<file path="config.mk">
export PLATFORM = sky130hd
export DESIGN_NAME = track_section_arbiter
export DESIGN_NICKNAME = d
export VERILOG_FILES = /design/src/rtl/track_section_arbiter_pkg.sv /design/src/rtl/track_section_arbiter_sensor_debounce.sv /design/src/rtl/track_section_arbiter.sv
export SDC_FILE = /design/constraint.sdc
export NUM_CORES = 1
export LEC_CHECK = 0
export BUFFER_PORTS_ARGS = -buffer_cell sky130_fd_sc_hd__buf_2
export CAP_MARGIN = 25
export CORE_ASPECT_RATIO = 1.5
export CORE_UTILIZATION = 62
export DETAILED_ROUTE_END_ITERATION = 12
export PLACE_DENSITY = 0.91
export SYNTH_ARGS = -nofsm -noshare
export SYNTH_HDL_FRONTEND = slang
export SYNTH_HIERARCHICAL = 1
export SYNTH_SLANG_ARGS = --single-unit
</file>
<file path="constraint.sdc">
create_clock -name clk -period 4.07 [get_ports clk]
set_input_delay 0.407 -clock clk [delete_from_list [all_inputs] [get_ports clk]]
set_output_delay 0.407 -clock clk [all_outputs]
set_load 0.05 [all_outputs]
</file>
<file path="src/rtl/track_section_arbiter_pkg.sv">
`default_nettype none
// ============================================================================
// Module      : track_pkg
// Description : Shared types, default parameter values and the round-robin
//               pick helper for the track section arbiter.
// Revision    : 1.0 - initial release
// ============================================================================
package track_pkg;

    typedef enum logic [1:0] {
        IDLE     = 2'b00,
        SETTLE   = 2'b01,
        OCCUPIED = 2'b10,
        FAULT    = 2'b11
    } state_t;

    localparam int c_DEF_NUM_TRAINS      = 4;
    localparam int c_DEF_DEBOUNCE_CYCLES = 4;
    localparam int c_DEF_SETTLE_CYCLES   = 8;
    localparam int c_DEF_TIMEOUT_CYCLES  = 1000;

    // Widest request mask the pick helper accepts; callers zero-extend.
    localparam int c_MAX_TRAINS = 32;

    // First set bit of mask[n-1:0], searching upward from last+1 modulo n.
    // The loop walks the distances backwards so the nearest hit is written
    // last and wins. Returns 0 when the mask is empty.
    function automatic int rr_pick(input logic [c_MAX_TRAINS-1:0] mask,
                                   input int last,
                                   input int n);
        int idx;
        rr_pick = 0;
        for (int k = n; k >= 1; k--) begin
            idx = (last + k) % n;
            if (mask[idx]) begin
                rr_pick = idx;
            end
        end
    endfunction

endpackage
`default_nettype wire

</file>
<file path="src/rtl/track_section_arbiter_sensor_debounce.sv">
`default_nettype none
// ============================================================================
// Module      : sensor_debounce
// Description : Two-flop synchroniser followed by a debounce counter for one
//               raw track sensor. The debounced level flips on the
//               DEBOUNCE_CYCLES-th consecutive synchronised sample that
//               differs from it; a rising flip produces a one-cycle pulse.
//               Raw step to pulse latency is 2 + DEBOUNCE_CYCLES cycles.
// Ports       : clk      - system clock
//               reset_n  - asynchronous active-low reset
//               i_raw    - raw asynchronous sensor
//               o_level  - debounced level
//               o_rise   - one-cycle pulse on a debounced rising edge
// Revision    : 1.0 - initial release
// ============================================================================
module sensor_debounce #(
    parameter int DEBOUNCE_CYCLES = 4
) (
    input  logic clk,
    input  logic reset_n,
    input  logic i_raw,
    output logic o_level,
    output logic o_rise
);

    localparam int c_CW = $clog2(DEBOUNCE_CYCLES + 1);

    logic            r_sync1;
    logic            r_sync2;
    logic            r_level;
    logic            r_rise;
    logic [c_CW-1:0] r_cnt;

    always_ff @(posedge clk or negedge reset_n) begin
        if (!reset_n) begin
            r_sync1 <= 1'b0;
            r_sync2 <= 1'b0;
            r_level <= 1'b0;
            r_rise  <= 1'b0;
            r_cnt   <= '0;
        end else begin
            r_sync1 <= i_raw;
            r_sync2 <= r_sync1;
            r_rise  <= 1'b0;
            if (r_sync2 != r_level) begin
                // r_cnt holds how many differing samples were already seen.
                if (r_cnt == c_CW'(DEBOUNCE_CYCLES - 1)) begin
                    r_level <= r_sync2;
                    r_rise  <= r_sync2;
                    r_cnt   <= '0;
                end else begin
                    r_cnt <= r_cnt + 1'b1;
                end
            end else begin
                r_cnt <= '0;
            end
        end
    end

    assign o_level = r_level;
    assign o_rise  = r_rise;

endmodule
`default_nettype wire

</file>
<file path="src/rtl/track_section_arbiter.sv">
`default_nettype none
// ============================================================================
// Module      : track_section_arbiter
// Description : Interlock for one shared single-track section fed by
//               NUM_TRAINS approaches. Debounces approach/exit sensors,
//               grants the section round-robin, drives the route switch,
//               holds waiting trains and latches a timeout fault.
// Ports       : clk, reset_n     - clock, asynchronous active-low reset
//               i_approach       - raw approach sensors, one per train
//               i_depart         - raw exit sensors, one per train
//               i_clear_fault    - leaves FAULT
//               o_drive          - 1 = train runs, 0 = train held
//               o_route_sel      - switch position (routed train index)
//               o_busy           - section granted or settling
//               o_owner          - current grantee, valid while o_busy
//               o_fault          - timeout fault latched
//               o_spurious       - one-cycle pulse on an unexpected depart
// Revision    : 1.0 - initial release
// ============================================================================
module track_section_arbiter
    import track_pkg::*;
#(
    parameter int NUM_TRAINS      = c_DEF_NUM_TRAINS,
    parameter int DEBOUNCE_CYCLES = c_DEF_DEBOUNCE_CYCLES,
    parameter int SETTLE_CYCLES   = c_DEF_SETTLE_CYCLES,
    parameter int TIMEOUT_CYCLES  = c_DEF_TIMEOUT_CYCLES,
    parameter int IDX_W           = $clog2(NUM_TRAINS)
) (
    input  logic                  clk,
    input  logic                  reset_n,
    input  logic [NUM_TRAINS-1:0] i_approach,
    input  logic [NUM_TRAINS-1:0] i_depart,
    input  logic                  i_clear_fault,
    output logic [NUM_TRAINS-1:0] o_drive,
    output logic [IDX_W-1:0]      o_route_sel,
    output logic                  o_busy,
    output logic [IDX_W-1:0]      o_owner,
    output logic                  o_fault,
    output logic                  o_spurious
);

    localparam int c_CNT_MAX = (SETTLE_CYCLES > TIMEOUT_CYCLES) ? SETTLE_CYCLES : TIMEOUT_CYCLES;
    localparam int c_CNT_W   = $clog2(c_CNT_MAX + 1);

    // ------------------------------------------------------------------
    // Sensor front end: only the rising-edge events feed the arbiter; the
    // debounced levels are not needed here.
    // ------------------------------------------------------------------
    logic [NUM_TRAINS-1:0] w_appr_ev;
    logic [NUM_TRAINS-1:0] w_dep_ev;
    logic [NUM_TRAINS-1:0] w_unused_appr_level;
    logic [NUM_TRAINS-1:0] w_unused_dep_level;

    generate
        for (genvar gi = 0; gi < NUM_TRAINS; gi++) begin : g_sensor
            sensor_debounce #(
                .DEBOUNCE_CYCLES (DEBOUNCE_CYCLES)
            ) u_appr (
                .clk     (clk),
                .reset_n (reset_n),
                .i_raw   (i_approach[gi]),
                .o_level (w_unused_appr_level[gi]),
                .o_rise  (w_appr_ev[gi])
            );
            sensor_debounce #(
                .DEBOUNCE_CYCLES (DEBOUNCE_CYCLES)
            ) u_dep (
                .clk     (clk),
                .reset_n (reset_n),
                .i_raw   (i_depart[gi]),
                .o_level (w_unused_dep_level[gi]),
                .o_rise  (w_dep_ev[gi])
            );
        end
    endgenerate

    // ------------------------------------------------------------------
    // State and registered outputs
    // ------------------------------------------------------------------
    state_t                r_state;
    state_t                w_state_n;
    logic [c_CNT_W-1:0]    r_cnt;
    logic [c_CNT_W-1:0]    w_cnt_n;
    logic [c_CNT_W-1:0]    w_cnt_dec;
    logic [NUM_TRAINS-1:0] r_pending;
    logic [NUM_TRAINS-1:0] w_pending_n;
    logic [NUM_TRAINS-1:0] r_drive;
    logic [NUM_TRAINS-1:0] w_drive_n;
    logic [NUM_TRAINS-1:0] w_legit_dep;
    logic [IDX_W-1:0]      r_owner;
    logic [IDX_W-1:0]      w_owner_n;
    logic [IDX_W-1:0]      r_route;
    logic [IDX_W-1:0]      w_route_n;
    logic [IDX_W-1:0]      r_rr_last;
    logic [IDX_W-1:0]      w_rr_last_n;
    logic [IDX_W-1:0]      w_pick;
    logic                  r_busy;
    logic                  w_busy_n;
    logic                  r_fault;
    logic                  w_fault_n;
    logic                  r_spur;
    logic                  w_spur_n;

    // Shared settle/timeout counter, decrement saturating at zero.
    assign w_cnt_dec = (r_cnt == '0) ? '0 : r_cnt - 1'b1;

    // Only the owner's depart while OCCUPIED is expected; anything else
    // (including the owner departing while the switch is still settling)
    // is flagged.
    assign w_legit_dep = (r_state == OCCUPIED) ? (NUM_TRAINS'(1) << r_owner) : '0;

    always_ff @(posedge clk or negedge reset_n) begin
        if (!reset_n) begin
            r_state   <= IDLE;
            r_cnt     <= '0;
            r_pending <= '0;
            r_drive   <= '1;
            r_owner   <= '0;
            r_route   <= '0;
            r_rr_last <= IDX_W'(NUM_TRAINS - 1);
            r_busy    <= 1'b0;
            r_fault   <= 1'b0;
            r_spur    <= 1'b0;
        end else begin
            r_state   <= w_state_n;
            r_cnt     <= w_cnt_n;
            r_pending <= w_pending_n;
            r_drive   <= w_drive_n;
            r_owner   <= w_owner_n;
            r_route   <= w_route_n;
            r_rr_last <= w_rr_last_n;
            r_busy    <= w_busy_n;
            r_fault   <= w_fault_n;
            r_spur    <= w_spur_n;
        end
    end

    always_comb begin
        w_state_n   = r_state;
        w_cnt_n     = r_cnt;
        w_owner_n   = r_owner;
        w_route_n   = r_route;
        w_rr_last_n = r_rr_last;
        w_busy_n    = r_busy;
        w_fault_n   = r_fault;
        w_spur_n    = |(w_dep_ev & ~w_legit_dep);
        w_drive_n   = '1;
        // Approach events are collected in every state but FAULT, so a
        // request arriving together with the owner's depart is arbitrated
        // in the following IDLE cycle.
        w_pending_n = (r_state == FAULT) ? r_pending : (r_pending | w_appr_ev);
        w_pick      = IDX_W'(rr_pick(c_MAX_TRAINS'(w_pending_n), int'(r_rr_last), NUM_TRAINS));

        case (r_state)
            IDLE: begin
                if (w_pending_n != '0) begin
                    w_owner_n   = w_pick;
                    w_route_n   = w_pick;
                    w_rr_last_n = w_pick;
                    w_busy_n    = 1'b1;
                    if (SETTLE_CYCLES == 0) begin
                        w_state_n           = OCCUPIED;
                        w_pending_n[w_pick] = 1'b0;
                        w_cnt_n             = c_CNT_W'(TIMEOUT_CYCLES);
                    end else begin
                        w_state_n = SETTLE;
                        w_cnt_n   = c_CNT_W'(SETTLE_CYCLES);
                    end
                end
            end
            SETTLE: begin
                if (w_cnt_dec == '0) begin
                    w_state_n            = OCCUPIED;
                    w_pending_n[r_owner] = 1'b0;
                    w_cnt_n              = c_CNT_W'(TIMEOUT_CYCLES);
                end else begin
                    w_cnt_n = w_cnt_dec;
                end
            end
            OCCUPIED: begin
                // Owner depart takes priority over an expiring timeout.
                if (w_dep_ev[r_owner]) begin
                    w_state_n = IDLE;
                    w_busy_n  = 1'b0;
                end else if (w_cnt_dec == '0) begin
                    w_state_n = FAULT;
                    w_fault_n = 1'b1;
                    w_cnt_n   = '0;
                end else begin
                    w_cnt_n = w_cnt_dec;
                end
            end
            FAULT: begin
                if (i_clear_fault) begin
                    w_state_n   = IDLE;
                    w_pending_n = '0;
                    w_busy_n    = 1'b0;
                    w_fault_n   = 1'b0;
                end
            end
            default: ;
        endcase

        // Drive is derived from the post-edge state so it changes on the
        // same edge as the state and pending bits it depends on.
        for (int i = 0; i < NUM_TRAINS; i++) begin
            w_drive_n[i] = !((w_state_n == FAULT)
                          || (w_pending_n[i] && !((w_state_n == OCCUPIED) && (w_owner_n == IDX_W'(i))))
                          || ((w_state_n == SETTLE) && (w_owner_n == IDX_W'(i))));
        end
    end

    assign o_drive     = r_drive;
    assign o_route_sel = r_route;
    assign o_busy      = r_busy;
    assign o_owner     = r_owner;
    assign o_fault     = r_fault;
    assign o_spurious  = r_spur;

endmodule
`default_nettype wire

</file>
==> results.json, run 1 <==
{
  "synth_top_family_by_area": "simple AND/OR/NAND/NOR gates",
  "coreArea_mm2": 0.00626,
  "synth-simple-area-share_pct": 20.3,
  "drt_pass1_iterations": 5,
  "p_leak_uw": 0.00204,
  "synth_nets": 388,
  "grt_first_pass_wirelength_um": 14000,
  "synth_top_area_cell": "dfrtp_1",
  "tightest_slew_ns": 0.977,
  "fp-row-count": 35,
  "io_pins": 22,
  "power.total_uw": 3750,
  "final_cell_mix": "dfrtp_1 (79), nand2_1 (34), buf_2 (20)",
  "end_kind": "register",
  "start_util_pct": 65.2,
  "hp-class": "in -> reg",
  "critPathLaunch": "r_cnt[0]",
  "ys_top_cells_by_area": "dfrtp_1 (48%), ha_1 (4.3%), dfstp_2 (3.9%), nand2_1 (3.1%), nor2b_4 (2.7%)",
  "cp_max_fo": 12,
  "cts.reportedPaths.clkPinSlew_ns": 0.10,
  "reg2reg_from": "r_cnt[0]",
  "fill_cells": 404,
  "required_ns": 4.35,
  "area.sequential_mm2": 0.00213,
  "max-vdd-ir-drop_uv": 497,
  "vias": 2994,
  "cts-htree-levels": 3,
  "synthXorXnorAreaFrac_pct": 2.14,
  "fin_crit_sh_pct": 83.4,
  "finalHoldViolCount": 0,
  "drive_above_1_share_pct": 22.2,
  "synth_cell_types": 64,
  "reg2reg_setup_slack_ns": 0.67,
  "cts_sinks": 85,
  "critical_path_class": "reg -> reg",
  "ant_nets": 0,
  "start_kind": "register",
  "syn_to_final_growth_pct": 10.1,
  "ys_ff_latch": 85,
  "period_minus_slack_ns": 3.40,
  "gp_congestion": 0.962,
  "fin_skew_ns": 0.0159,
  "cts_setup_buffers": 0,
  "grt_pass1_vias": 3097,
  "ys_seq_area_share_pct": 52.3,
  "viasPerCell": 6.42,
  "fp.dieW_um": 68.3,
  "grt.overflow.total": 0,
  "final_cells": 466,
  "synth_compound_area_share_pct": 14.2,
  "setup_viol": 0,
  "muxShareOfSynthArea_pct": 3.77,
  "numCtsBuffers": 9,
  "netlist.area_leader.share_pct": 48.4,
  "fmax_ghz": 0.295,
  "wl_per_cell_um": 17.9,
  "diodes": 0,
  "place_inst": 448,
  "dp_hpwl_um": 5530,
  "rsz0062_at_grt": "false",
  "min_from": "i_depart[1]",
  "synthAdderAreaFrac_pct": 4.29,
  "finalNetCount": 412,
  "fin_setup_tns_ns": 0,
  "netlist_instances": 363,
  "crit_arrival_ns": 3.68,
  "post_cts_resized": 0,
  "crit_path_end": "o_drive[0]",
  "synth_flop_cell": "dfrtp_1",
  "drc": 0,
  "status": "completed",
  "clk_latency_ns": 0.36,
  "cellPowerDensity_mw_per_mm2": 833,
  "syn_area_per_cell_um2": 11.3,
  "cts_tree": "done",
  "port_buffers": 21,
  "final_common_cell": "dfrtp_1",
  "ys_warn_count": 6,
  "die_h_um": 101,
  "reg2reg_depth": 9,
  "grt_max_degree": 86,
  "relSlewSlack_pct": 34.6,
  "die_area_mm2": 0.00692,
  "cts-root-buf": "clkbuf_8",
  "synth_edf_count": 0,
  "routed_wirelength_um": 8330,
  "clock_path_buffers": 2,
  "async_reset_ff_share_pct": 100,
  "track_usage_pct": 27.7,
  "multi_input_comb_area_mm2": 0.00183,
  "hold_buffers": 0,
  "drt_iter0_drc": 253,
  "antenna_found_initial": 0,
  "maxCapViolations": 0,
  "drv_slew": 0,
  "r2r_end": "o_drive[0]",
  "syn-cell-area_mm2": 0.00409
}
-- logic make-up (layout without fill, tap and decap cells) --
family,after synthesis,after routing
buffers and inverters,29,58
multiplexers,13,13
AND/OR/NAND/NOR,128,128
AO/OA/AOI/OAI,84,84
adder cells (fa/ha/maj),14,14
XOR/XNOR,10,10
flip-flops,85,85
-- critical path, cell delays in order (launching register included) --
cell	delay [ns]
dfrtp_1	0.47
inv_1	0.09
ha_1	0.32
nor4b_2	0.38
nand3_1	0.20
a221oi_2	0.34
o211ai_1	0.46
o31a_1	0.51
or3_1	0.39
o211ai_2	0.15
-- cell type report --
| type | count | share of cell area, % |
|---|---|---|
| well taps | 74 | 2.06 |
| flip-flops and latches | 85 | 47.4 |
| inverters | 19 | 1.59 |
| repair buffers | 23 | 3.23 |
| multi-input cells | 249 | 40.7 |
| clock inverters | 7 | 2.28 |
| clock buffers | 9 | 2.75 |
-- how the worst min path moves through the flow --
stage	end	slack, ns	cells past startpoint
after detailed placement	g_sensor[2].u_appr/r_sync2	0.34	0
after global placement	g_sensor[3].u_dep/r_sync2	0.33	0
after CTS	g_sensor[1].u_dep/r_sync1	0.14	1
final	g_sensor[1].u_dep/r_sync1	0.15	1
after floorplan	g_sensor[0].u_appr/o_level	0.11	0
after global routing	g_sensor[3].u_dep/r_sync1	0.12	1
-- synth_stat cells, types with 3 or more instances --
| master | instances |
|---|---|
| nor3b_1 | 11 |
| a21oi_1 | 11 |
| o21a_1 | 3 |
| nor2_1 | 11 |
| nor2b_4 | 8 |
| o31ai_1 | 4 |
| and3b_2 | 8 |
| nand3_1 | 12 |
| o21ai_1 | 10 |
| o211ai_1 | 3 |
| a21o_1 | 3 |
| o32ai_1 | 5 |
| nor3_1 | 12 |
| nor2b_1 | 5 |
| dfrtp_1 | 79 |
| ha_1 | 14 |
| mux2i_1 | 3 |
| dfstp_2 | 6 |
| xnor2_1 | 8 |
| nor4_1 | 3 |
| inv_1 | 17 |
| a31oi_1 | 5 |
| buf_2 | 4 |
| nand2_1 | 34 |
| mux2_2 | 9 |
| clkbuf_1 | 5 |
| or3_1 | 3 |
| o21ai_0 | 16 |
| nand4_1 | 3 |
| nor3b_2 | 8 |
-- metrics by stage --
step                hold WS, ns  setup WS, ns  utilization [%]  area [µm²]
floorplan                 0.111          1.35                -        4090
global placement          0.333         0.902             67.6        4240
detailed placement        0.337         0.820             67.6        4240
CTS                       0.135         0.739             71.2        4460
global route              0.120         0.416             71.8        4500
finish                    0.149         0.675             71.8        4500
-- flip-flops by register name (all words and copies together) (netlist names), 4 cells and up --
signal	count
r_cnt	10
g_sensor.u_dep/o_level	4
g_sensor.u_dep/o_rise	4
g_sensor.u_appr/o_level	4
o_drive	4
g_sensor.u_appr/o_rise	4
g_sensor.u_appr/r_sync1	4
g_sensor.u_dep/r_sync2	4
g_sensor.u_dep/r_cnt	12
g_sensor.u_appr/r_sync2	4
g_sensor.u_appr/r_cnt	12
g_sensor.u_dep/r_sync1	4
r_pending	4
-- report_power, final --
part           leakage [µW]  switching (µW)  internal (µW)
sequential          0.00107             235           1110
combinational      0.000857            1080            652
clock              0.000116             320            354
total               0.00204            1630           2110
-- per-layer routing --
layer  global-route usage (%)  wire, µm
met1                     29.9      3100
met2                     45.8      4400
met3                     7.43       408
met4                     19.1       420
met5                        0         0
(Power assumes the default switching activity.)
==> run 2, diff against run 1 <==
- ABC_AREA: unset -> 1
- CORE_UTILIZATION: 62 -> 55
- PLACE_DENSITY: 0.91 -> 0.86
- clock period: 4.07 -> 2.75 ns (I/O delays scaled with it)
==> run 2 against run 1 <==
Largest power group unchanged. Critical path type unchanged. Non-clock buffer count is 4 higher. Critical path depth is 7 higher. Synthesized area is 2.9% higher.
==> results.json, run 2 <==
{
  "min_from": "i_approach[2]",
  "ys_top_cells_by_area": "dfrtp_1 (47%), nand2_1 (14%), inv_1 (7.2%), nand3_1 (5.5%), nor2_1 (4.4%)",
  "final_cells": 665,
  "fill_cells": 627,
  "fmax_ghz": 0.416,
  "period_minus_slack_ns": 2.40,
  "dp_hpwl_um": 6130,
  "synth_compound_area_share_pct": 6.66,
  "start_kind": "register",
  "hp-class": "in -> reg",
  "muxShareOfSynthArea_pct": 0,
  "viasPerCell": 5.12,
  "synthAdderAreaFrac_pct": 4.17,
  "wl_per_cell_um": 12.2,
  "whs_path_depth": 1,
  "critical_path_class": "reg -> reg",
  "synth_edf_count": 0,
  "status": "completed",
  "clock_path_buffers": 2,
  "cp_top_family": "simple AND/OR/NAND/NOR gates",
  "critPathBufInv": 2,
  "final_cell_mix": "nand2_1 (154), inv_1 (81), dfrtp_1 (79)",
  "netlist.area_leader.share_pct": 47.0,
  "fin_setup_tns_ns": 0,
  "fp.dieW_um": 73.4,
  "netlist_instances": 525,
  "setup_viol": 0,
  "max-vdd-ir-drop_uv": 713,
  "fin_crit_sh_pct": 87.4,
  "fin_area_mm2": 0.00468,
  "place_inst": 645,
  "track_usage_pct": 23.3,
  "grt_pass1_vias": 3386,
  "power.internal_uw": 2980,
  "finalHoldViolCount": 0,
  "reg2reg_from": "r_cnt[1]",
  "drt_iter0_drc": 195,
  "port_buffers": 21,
  "async_reset_ff_share_pct": 100,
  "cp_max_fo": 13,
  "finalNetCount": 585,
  "p_leak_uw": 0.00254,
  "cts-root-buf": "clkbuf_8",
  "slowest_stage": "dfrtp_1",
  "antenna_found_initial": 0,
  "p_sw_share_pct": 47.6,
  "grt_max_degree": 86,
  "ys_warn_count": 6,
  "cts_tree": "done",
  "rsz0062_at_grt": "false",
  "synth_nets": 550,
  "die_area_mm2": 0.00801,
  "drv_slew": 0,
  "pwr-share-comb_pct": 51.7,
  "cellPowerDensity_mw_per_mm2": 1220,
  "synth_common_cells": "nand2_1 (155), inv_1 (81), dfrtp_1 (79), nor2_1 (49), nand3_1 (46)",
  "ys_seq_area_share_pct": 50.8,
  "post-place-ws_ns": 0.260,
  "worstPathCellList": "inv_1 > ha_1 > nand2_2 > nor2_2 > nand2_2 > nand2_1 > nand3_1 > nor2_2 > nand2_2 > nand2_1 > nand2_1 > nand2_1 > nand2_2 > nand3_1 > nand2_1 > inv_1",
  "cts-htree-levels": 3,
  "relSlewSlack_pct": 76.0,
  "power_frac_seq_pct": 33.4,
  "path_depth": 16,
  "gp_congestion": 0.935,
  "ant_nets": 0,
  "syn_to_final_growth_pct": 11.2,
  "grt.overflow.total": 0,
  "fin_skew_ns": 0.0115,
  "cts_sinks": 85,
  "tightest_slew_ns": 0.361,
  "synth_most_common_cell": "nand2_1",
  "fin_ws_ns": 0.346,
  "synth-simple-area-share_pct": 29.3,
  "fp-row-count": 38,
  "drt_pass1_iterations": 5,
  "reg2reg_depth": 16,
  "drive_above_1_share_pct": 16.1,
  "cpPeakStageDelay_ns": 0.42,
  "cts.reportedPaths.clkPinSlew_ns": 0.08,
  "syn-cell-area_mm2": 0.00421,
  "power.switching_uw": 2710,
  "pwr-share-clk_pct": 14.8,
  "synth_flop_cell": "dfrtp_1",
  "synth_top_family_by_area": "simple AND/OR/NAND/NOR gates",
  "start_util_pct": 57.4,
  "dpl_cell_area_mm2": 0.00443,
  "critPathLaunch": "r_cnt[1]",
  "synth_top_area_cell": "dfrtp_1",
  "required_ns": 3.06,
  "io_pins": 22,
  "numCtsBuffers": 9,
  "critical-path-top-cell-by-count": "nand2_1",
  "power.total_uw": 5690,
  "synthXorXnorAreaFrac_pct": 0.208,
  "syn_area_per_cell_um2": 8.01,
  "end_kind": "register",
  "coreArea_mm2": 0.00732,
  "maxCapViolations": 0,
  "die_h_um": 109,
  "final_common_cell": "nand2_1",
  "diodes": 0,
  "top_regs": "g_sensor.u_appr/r_cnt (12), g_sensor.u_dep/r_cnt (12), r_cnt (10)",
  "vias": 3403,
  "clk_latency_ns": 0.36,
  "routed_wirelength_um": 8100,
  "drc": 0,
  "grt_first_pass_wirelength_um": 14000,
  "crit_arrival_ns": 2.71,
  "synth_cell_types": 29,
  "ys_ff_latch": 85
}
## run 2: changes by cell type after synthesis, moves of 20 or more
cell and delta:
nand2_2 +20, nand3_1 +34, nand2_1 +121, nor2_1 +38, inv_1 +64
## run 2: metal layers
layer	GRT usage (%)	vias to the layer above	part of all wire, %
met5	0	-	0
met4	15.5	0	4.6
met3	5.64	36	4.4
met2	41.1	92	53
met1	24.0	1573	38
li1	-	1702	-
## run 2: logic make-up (layout without fill, tap and decap cells)
family,Yosys count,after routing
AOI/OAI and AO/OA,45,45
and+or+nand+nor,285,285
adders and majority gates,14,14
xor gates and xnor gates,1,1
DFF,85,85
buffers and inverters,95,135
## run 2: power by group through the flow
stage	logic, µW	registers, µW	clock network (µW)
4_1_cts	2920	1900	868
6_report	2940	1900	845
5_1_grt	3340	1940	917
3_3_place_gp	2780	1900	0
2_1_floorplan	2080	2100	0
3_5_place_dp	2890	1920	0
## run 2: worst paths after layout
check	endpoint	slack, ns
setup / recovery	o_drive[1]	0.35
hold / removal	g_sensor[2].u_appr/r_sync1	0.01
setup reg to reg	o_drive[1]	0.35
hold reg to reg	g_sensor[2].u_appr/r_sync2	0.35
max in group asynchronous	o_drive[2]	1.72
min in group asynchronous	g_sensor[3].u_appr/r_sync2	0.39
## run 2: through the flow
step / hold WS, ns / utilization [%]
floorplan: -0.0206 / -
global placement: 0.332 / 60.4
detailed placement: 0.335 / 60.4
CTS: 0.000579 / 63.3
global route: 0.000861 / 63.9
finish: 0.0138 / 63.9
## run 2: final cells by class
type	instances	area [µm²]	share of cell area (%)
clock inverters	6	63.8	1.36
multi-input cells	345	1700	36.4
inverters	92	345	7.38
well taps	100	125	2.68
repair buffers	27	180	3.85
clock buffers	10	128	2.73
flip-flops and latches	85	2130	45.6
## run 2: what timing repair did
item / CTS / global route
gates resized for setup: 0 / 1
endpoints found under the setup margin: 0 / 4
setup buffers: 0 / 0
endpoints found under the hold margin: 2 / 25
hold buffers: 2 / 1
## run 2: worst register-to-register path, cell delays in order, from the launching register on
cell and delay, ns:
dfrtp_1 0.42, inv_1 0.10, ha_1 0.29, nand2_2 0.10, nor2_2 0.14, nand2_2 0.16
nand2_1 0.15, nand3_1 0.11, nor2_2 0.15, nand2_2 0.18, nand2_1 0.10, nand2_1 0.06
nand2_1 0.10, nand2_2 0.08, nand3_1 0.09, nand2_1 0.06, inv_1 0.05
